### config.mk
export PLATFORM = sky130hd
export DESIGN_NAME = clock_divider_multi
export DESIGN_NICKNAME = d
export VERILOG_FILES = /design/src/rtl/clock_divider_multi.sv
export SDC_FILE = /design/constraint.sdc
export NUM_CORES = 1
export LEC_CHECK = 0
export CORE_MARGIN = 4
export CORE_UTILIZATION = 47
export CTS_CLUSTER_SIZE = 28
export DETAILED_ROUTE_END_ITERATION = 7
export GPL_ROUTABILITY_DRIVEN = 0
export SYNTH_ARGS = -nofsm -noshare
export SYNTH_HDL_FRONTEND = slang
export SYNTH_SLANG_ARGS = --single-unit
### constraint.sdc
create_clock -name clk -period 2.4 [get_ports clk]
set_input_delay 0.36 -clock clk [delete_from_list [all_inputs] [get_ports clk]]
set_output_delay 0.36 -clock clk [all_outputs]
set_load 0.03 [all_outputs]
### src/rtl/clock_divider_multi.sv
// Multi-channel programmable clock divider: square or one-cycle pulse outputs, shadowed divisor/mode writes.
// Optional global phase restart through the sync port when CLKDIV_SYNC_EN is defined.
module clock_divider_multi #(
  parameter int NUM_CH      = 4,
  parameter int WIDTH       = 32,
  parameter int DEFAULT_DIV = 1,
  parameter int CH_W        = 2
) (
  input  logic              clk,
  input  logic              rst,
  input  logic [NUM_CH-1:0] en,
  input  logic              sync,
  input  logic              wr_en,
  input  logic [CH_W-1:0]   wr_ch,
  input  logic [WIDTH-1:0]  wr_div,
  input  logic              wr_mode,
  output logic [NUM_CH-1:0] clk_out,
  output logic [NUM_CH-1:0] pend
);

  logic sync_hit;

`ifdef CLKDIV_SYNC_EN
  assign sync_hit = sync;
`else
  logic unused_sync;
  assign unused_sync = sync;
  assign sync_hit    = 1'b0;
`endif

  for (genvar i = 0; i < NUM_CH; i++) begin : g_ch
    logic [WIDTH-1:0] cnt, div_act, div_pend;
    logic             mode_act, mode_pend, pend_q, out_q;
    logic             wr_hit, wrap;

    // Out-of-range channel numbers never match any instance.
    assign wr_hit = wr_en && (wr_ch == CH_W'(i));
    assign wrap   = (cnt == div_act);

    always_ff @(posedge clk) begin
      if (rst) begin
        cnt       <= '0;
        div_act   <= WIDTH'(DEFAULT_DIV);
        mode_act  <= 1'b0;
        div_pend  <= '0;
        mode_pend <= 1'b0;
        pend_q    <= 1'b0;
        out_q     <= 1'b0;
      end else if (sync_hit && en[i]) begin
        cnt   <= '0;
        out_q <= 1'b0;
        if (pend_q) begin
          div_act  <= div_pend;
          mode_act <= mode_pend;
        end
        pend_q <= 1'b0;
        if (wr_hit) begin
          div_pend  <= wr_div;
          mode_pend <= wr_mode;
          pend_q    <= 1'b1;
        end
      end else if (!en[i]) begin
        cnt   <= '0;
        out_q <= 1'b0;
        if (wr_hit) begin
          div_act  <= wr_div;
          mode_act <= wr_mode;
        end
      end else begin
        if (wrap) begin
          cnt <= '0;
          // A mode switch restarts from low so the new waveform starts clean.
          if (pend_q && (mode_pend != mode_act)) out_q <= 1'b0;
          else if (mode_act)                     out_q <= 1'b1;
          else                                   out_q <= ~out_q;
          if (pend_q) begin
            div_act  <= div_pend;
            mode_act <= mode_pend;
            pend_q   <= 1'b0;
          end
        end else begin
          cnt <= cnt + WIDTH'(1);
          if (mode_act) out_q <= 1'b0;
        end
        // A write landing on a wrap edge waits for the following wrap.
        if (wr_hit) begin
          div_pend  <= wr_div;
          mode_pend <= wr_mode;
          pend_q    <= 1'b1;
        end
      end
    end

    assign clk_out[i] = out_q;
    assign pend[i]    = pend_q;
  end

endmodule
# Word level (Yosys, flattened, before mapping)
# Index checks and enable logic that the tools add are counted.
# word_totals
ff_bits,400
inputBits,43
# op_classes
n_addsub,4
n_eq_ne,19
muxes,56
bitwise,8
n_reduce_logical,41
# op_table
cell,count
32-bit two-way mux,16
"32-bit by 1-bit adder with 32-bit output, second input constant",4
32-bit == test,4
1-bit two-way mux,40
2-bit nonzero test,12
"2-bit by 1-bit != test with 1-bit output, second input constant",8
2-bit AND reduction,8
3-bit AND reduction,4
3-bit OR reduction,4
1-bit logical AND,8
1-bit NOT,8
2-bit OR reduction,4
"2-bit == test, second input constant",2
1-bit != test,4
"2-bit by 1-bit == test with 1-bit output, second input constant",1
2-bit zero test,1

# Depth between registers and ports, before layout
# logic_depth
ltp_word,4
ltp_mapped,8
depth_no_buf,6

# Least setup slack after synthesis
# No wires, ideal clock.
# synth_timing
path_kind,flip-flop to flip-flop
from,register g_ch[3].cnt[7]
to,register g_ch[3].div_act[16]
setup_time_ns,0.073
t_arrival_ns,1.850
required_ns,2.327
path_slack_ns,0.477
path_stages_with_launch,8
n_path_buf,2
period_less_slack_ns,1.923
cell_sequence,dfxtp_1 > buf_4 > xor2_1 > nor4_2 > nand4_2 > clkbuf_1 > or4_1 > o211ai_2
# synth_between
elab_chain_len,3
# synth_lines
item,line_no,rtl
start: declaration,32,"logic [WIDTH-1:0] cnt, div_act, div_pend;"
start signal: assignment,82,cnt <= cnt + WIDTH'(1);
32-bit == test,38,assign wrap = (cnt == div_act);
2-bit by 1-bit != test with 1-bit output (no line),n/a,
3-bit AND reduction (no line),n/a,
end signal: assignment,43,div_act <= WIDTH'(DEFAULT_DIV);
end signal: assignment,53,div_act <= div_pend;
end signal: assignment,66,div_act <= wr_div;
end: declaration,32,
# Every way passes these cells.
# A chain may end at the register's enable or synchronous reset.

# Final worst setup path
# layout_timing
from,register g_ch[2].cnt[13]
to,register g_ch[2].mode_act
# layout_between
elab_chain_len,3
# layout_lines
item,line_no,rtl
start: declaration,32,
start signal: assignment,82,
32-bit == test,38,
2-bit by 1-bit != test with 1-bit output (no line),n/a,
3-bit AND reduction (no line),n/a,
end signal: assignment,54,mode_act <= mode_pend;
end signal: assignment,67,mode_act <= wr_mode;
end signal: assignment,78,mode_act <= mode_pend;
end: declaration,33,"logic mode_act, mode_pend, pend_q, out_q;"
# Every way passes these cells.

==> results.txt <==
The first global-routing pass estimated 99,400 microns of wire. Global routing finished with a remaining overflow of 0. The detailed router used layers up to and including met5.

Ranked by total cell area, the synthesized netlist is headed by dfxtp_1 (37%), nand2_1 (7.6%), xor2_1 (7.5%). The final number of max-transition violations is 0. The worst setup path is captured at a register. The remaining routing DRC violations is 0. The flow ran to the end, and the final reports show no timing, DRC or antenna violations.

The Yosys step of the flow raised 0 warnings. In this run the biggest area consumer among cell types represents 36.7% of the synthesized area. Of the synthesized area, sequential elements account for 36.7%. The clock-pin slew reported for the worst setup and hold paths after clock tree synthesis is 0.06 ns. For the pin with the worst max-slew slack, the measured transition is 0.656 ns.

The clock tree buffer depth is 3. Measured against its own limit, the worst slew margin works out to 56.1%. For the final database, setup skew stands at 0.0179 ns. The start-to-end type of the worst setup path is register to register. In this run the worst setup path terminates at g_ch[2].mode_act. Measured in cells, the most critical reg-to-reg path has a length of 6.

The number of filler cells placed in the layout came out at 4,263. The die covers 0.0500 sq mm. The worst vdd rail ir drop is 638 uV.

Based on the critical path, the design can be clocked at up to 0.431 GHz. The total number of H-tree levels came out at 2. The initial utilization of the core area, before any placement, comes to 47.8%. In this run the critical register-to-register path is launched from g_ch[2].cnt[13].

Detailed placement finished with a half-perimeter wire length of 41,100 microns. The synthesized area divided by synthesized cell count is 8.03 sq um. The flop and latch count out of synthesis is 400.

The number of different library cells in the post-synthesis netlist is 59. The total met3 wirelength after detailed routing came out at 3610 microns. Summed over all nets, wire length on met2 after detailed routing comes to 28,700 microns. The worst min-delay path category is input pin to register. The initial antenna violation count is 6. The reported leakage power is 8.79 nW.

Input and output buffers added on the ports amount to 49. The startpoint identified for the worst hold timing path is rst. TritonCTS built the clock tree. The number of placed I/O pins came out at 51. The top cell type by total area after synthesis is dfxtp_1. The clock latency reported for the late side of the worst-skew pair came out at 0.59 ns.

The core footprint came out at 0.0457 sq mm. The worst setup path is launched from a register. The final hold violation count is 0. The number of vias in the routed layout came out at 19,300. The endpoint identified for the worst register-to-register timing path is g_ch[2].mode_act. The post-synth design cell area is 0.0218 sq mm. The worst hold margin came out at 0.168 ns.

The wire length the detailed router placed on met1 is 28,800 microns. In this run the worst path has a maximum fanout of 36. In this run, the number of DRC markers left after iteration 0 of detailed routing was 1,457. Global routing consumed, over all layers together, 24.3% of the routing resources. The post-synthesis cell count came out at 2,717.

The number of global-route vias before repair is 18,000. Clock tree synthesis found a total of 400 sinks. The synthesis-to-layout area growth came out at 11.9%.

The final number of setup-violating endpoints is 0. The async set-reset flop share out of synthesis is 0%. The critical path starts at g_ch[2].cnt[13]. The number of max-cap violations came out at 0. The antenna violation net count after detailed routing is 0. The final cycle utilization of the critical path is 96.7%. The total nets after synthesis is 2,764. The number of nets in the final layout is 2,700. The minimum clock period came out at 2.32 ns. The die boundary height is 224 microns. Counting the buffers created by CTS gives 46. At the worst endpoint, the arrival time is 2.82 ns. The first TritonRoute pass finished after 6 iterations.

The layout cell share with drive strength beyond 1 came out at 9.09%. Setup repair after global routing left no endpoint under its margin. Dividing the detail-routed via count by the number of cells gives 5.88.

Among all flip-flop cells after synthesis, the most frequent one is dfxtp_1. The root buffer selected by CTS is clkbuf_16. Entering global routing, the biggest net connects 119 pins.

The flop-to-flop setup slack came out at 0.08 ns. In the layout the commonest cells are nand2_1 (440), dfxtp_1 (400), xor2_1 (186). The routed length per placed instance came out at 19.1 microns.

The setup total negative slack came out at 0 ns. Leaving out fill and tap cells, the most frequent cell in the layout is nand2_1. The number of enable-type register cells in the synthesized netlist came out at 0.

The critical path data required time came out at 2.90 ns. The final wirelength is 62,800 microns. The total number of placement rows came out at 78. Dividing total power by cell area gives a power density of 740 mW/mm^2.

In this run the horizontal extent of the chip is 224 microns.
==> critical path, cell delays in order, from the launching register on <==
cell	delay, ns
dfxtp_1	0.42
xor2_1	0.12
nor4_1	0.50
nand4_2	0.20
buf_12	0.22
or4_2	0.65
o211ai_1	0.11
==> flip-flops by register name (all words and copies together) (netlist names) <==
| register | flops |
|---|---|
| g_ch.cnt | 128 |
| g_ch.div_act | 128 |
| g_ch.div_pend | 128 |
| g_ch.mode_act | 4 |
| g_ch.mode_pend | 4 |
| g_ch.out_q | 4 |
| g_ch.pend_q | 4 |
==> timing repair <==
action | 4_1_cts | 5_1_grt
hold buffers | 0 | 0
gates resized for setup | 0 | 1
setup endpoints to repair | 0 | 5
setup buffers | 0 | 0
==> Yosys cell counts (3+ instances only) <==
cell,number
buf_1,10
nor4_2,12
or4_1,125
and3_1,13
inv_1,23
ha_1,4
a31oi_1,131
or2_2,10
nor4_1,37
o211ai_2,24
or4_2,5
clkbuf_2,5
clkbuf_1,189
nand2b_1,7
nand2_1,440
nor3_1,148
dfxtp_1,400
and4_1,20
a311oi_1,3
nand3_1,59
xnor2_1,61
nor2_1,165
a21oi_1,138
nand3b_1,5
o41ai_1,6
clkdlybuf4s50_1,3
nand4_2,4
o211ai_1,104
buf_4,12
and2_1,6
mux2i_1,128
and2b_2,3
nand4_1,31
or3_1,3
buf_2,35
nor2b_1,128
a211oi_1,6
xor2_1,186
==> cells by family after synthesis <==
kind of cell    Yosys count  synth area share (%)
fa+ha+maj                 4                 0.229
mux                     128                  5.87
xor+xnor                247                  9.91
compound gates          422                  12.8
flops                   400                  36.7
simple gates           1232                  28.9
buf+inv                 284                  5.63
==> worst min-delay path by stage <==
| stage | endpoint | slack (ns) | cells after the start |
|---|---|---|---|
| floorplan | g_ch[0].div_pend[0] | 0.43 | 2 |
| global placement | g_ch[1].div_pend[29] | 0.44 | 2 |
| detailed placement | g_ch[2].div_pend[19] | 0.45 | 2 |
| CTS | g_ch[1].div_pend[1] | 0.14 | 2 |
| global route | g_ch[3].div_pend[1] | 0.17 | 2 |
| finish | g_ch[1].div_pend[27] | 0.17 | 2 |
==> final cells by class <==
class                   count  area [sq um]  share of cell area [%]
multi-input cells        2033         12600                    51.7
repair buffers            149          1510                    6.20
diodes                      3          7.51                  0.0307
inverters                  23          86.3                   0.354
clock buffers              75          1390                    5.70
flip-flops and latches    400          8010                    32.8
well taps                 600           751                    3.07
clock inverters             5          28.8                   0.118
==> per-layer routing <==
metal / track usage [%] / vias up
li1: - / 9448
met1: 34.1 / 9285
met2: 38.6 / 504
met3: 3.92 / 101
met4: 7.24 / 6
met5: 0 / -
==> power by group <==
part           switching (mW)  internal (mW)
clock                    2.83           3.93
sequential              0.364           7.09
combinational            2.45           1.40
total                    5.64           12.4
==> through the flow <==
| step | instances | utilization, % | area (sq um) | power (mW) | setup WS, ns |
|---|---|---|---|---|---|
| CTS | 3285 | 53.4 | 24400 | 18.2 | 0.0527 |
| global route | 3285 | 53.4 | 24400 | 18.8 | 0.00489 |
| global placement | 3205 | 50.3 | 23000 | 11.3 | 0.0453 |
| floorplan | 2717 | - | 21800 | 10.0 | 0.477 |
| finish | 3288 | 53.5 | 24400 | 18.1 | 0.0803 |
| detailed placement | 3205 | 50.3 | 23000 | 11.4 | 0.0274 |
Power figures use the tool's default switching activity.
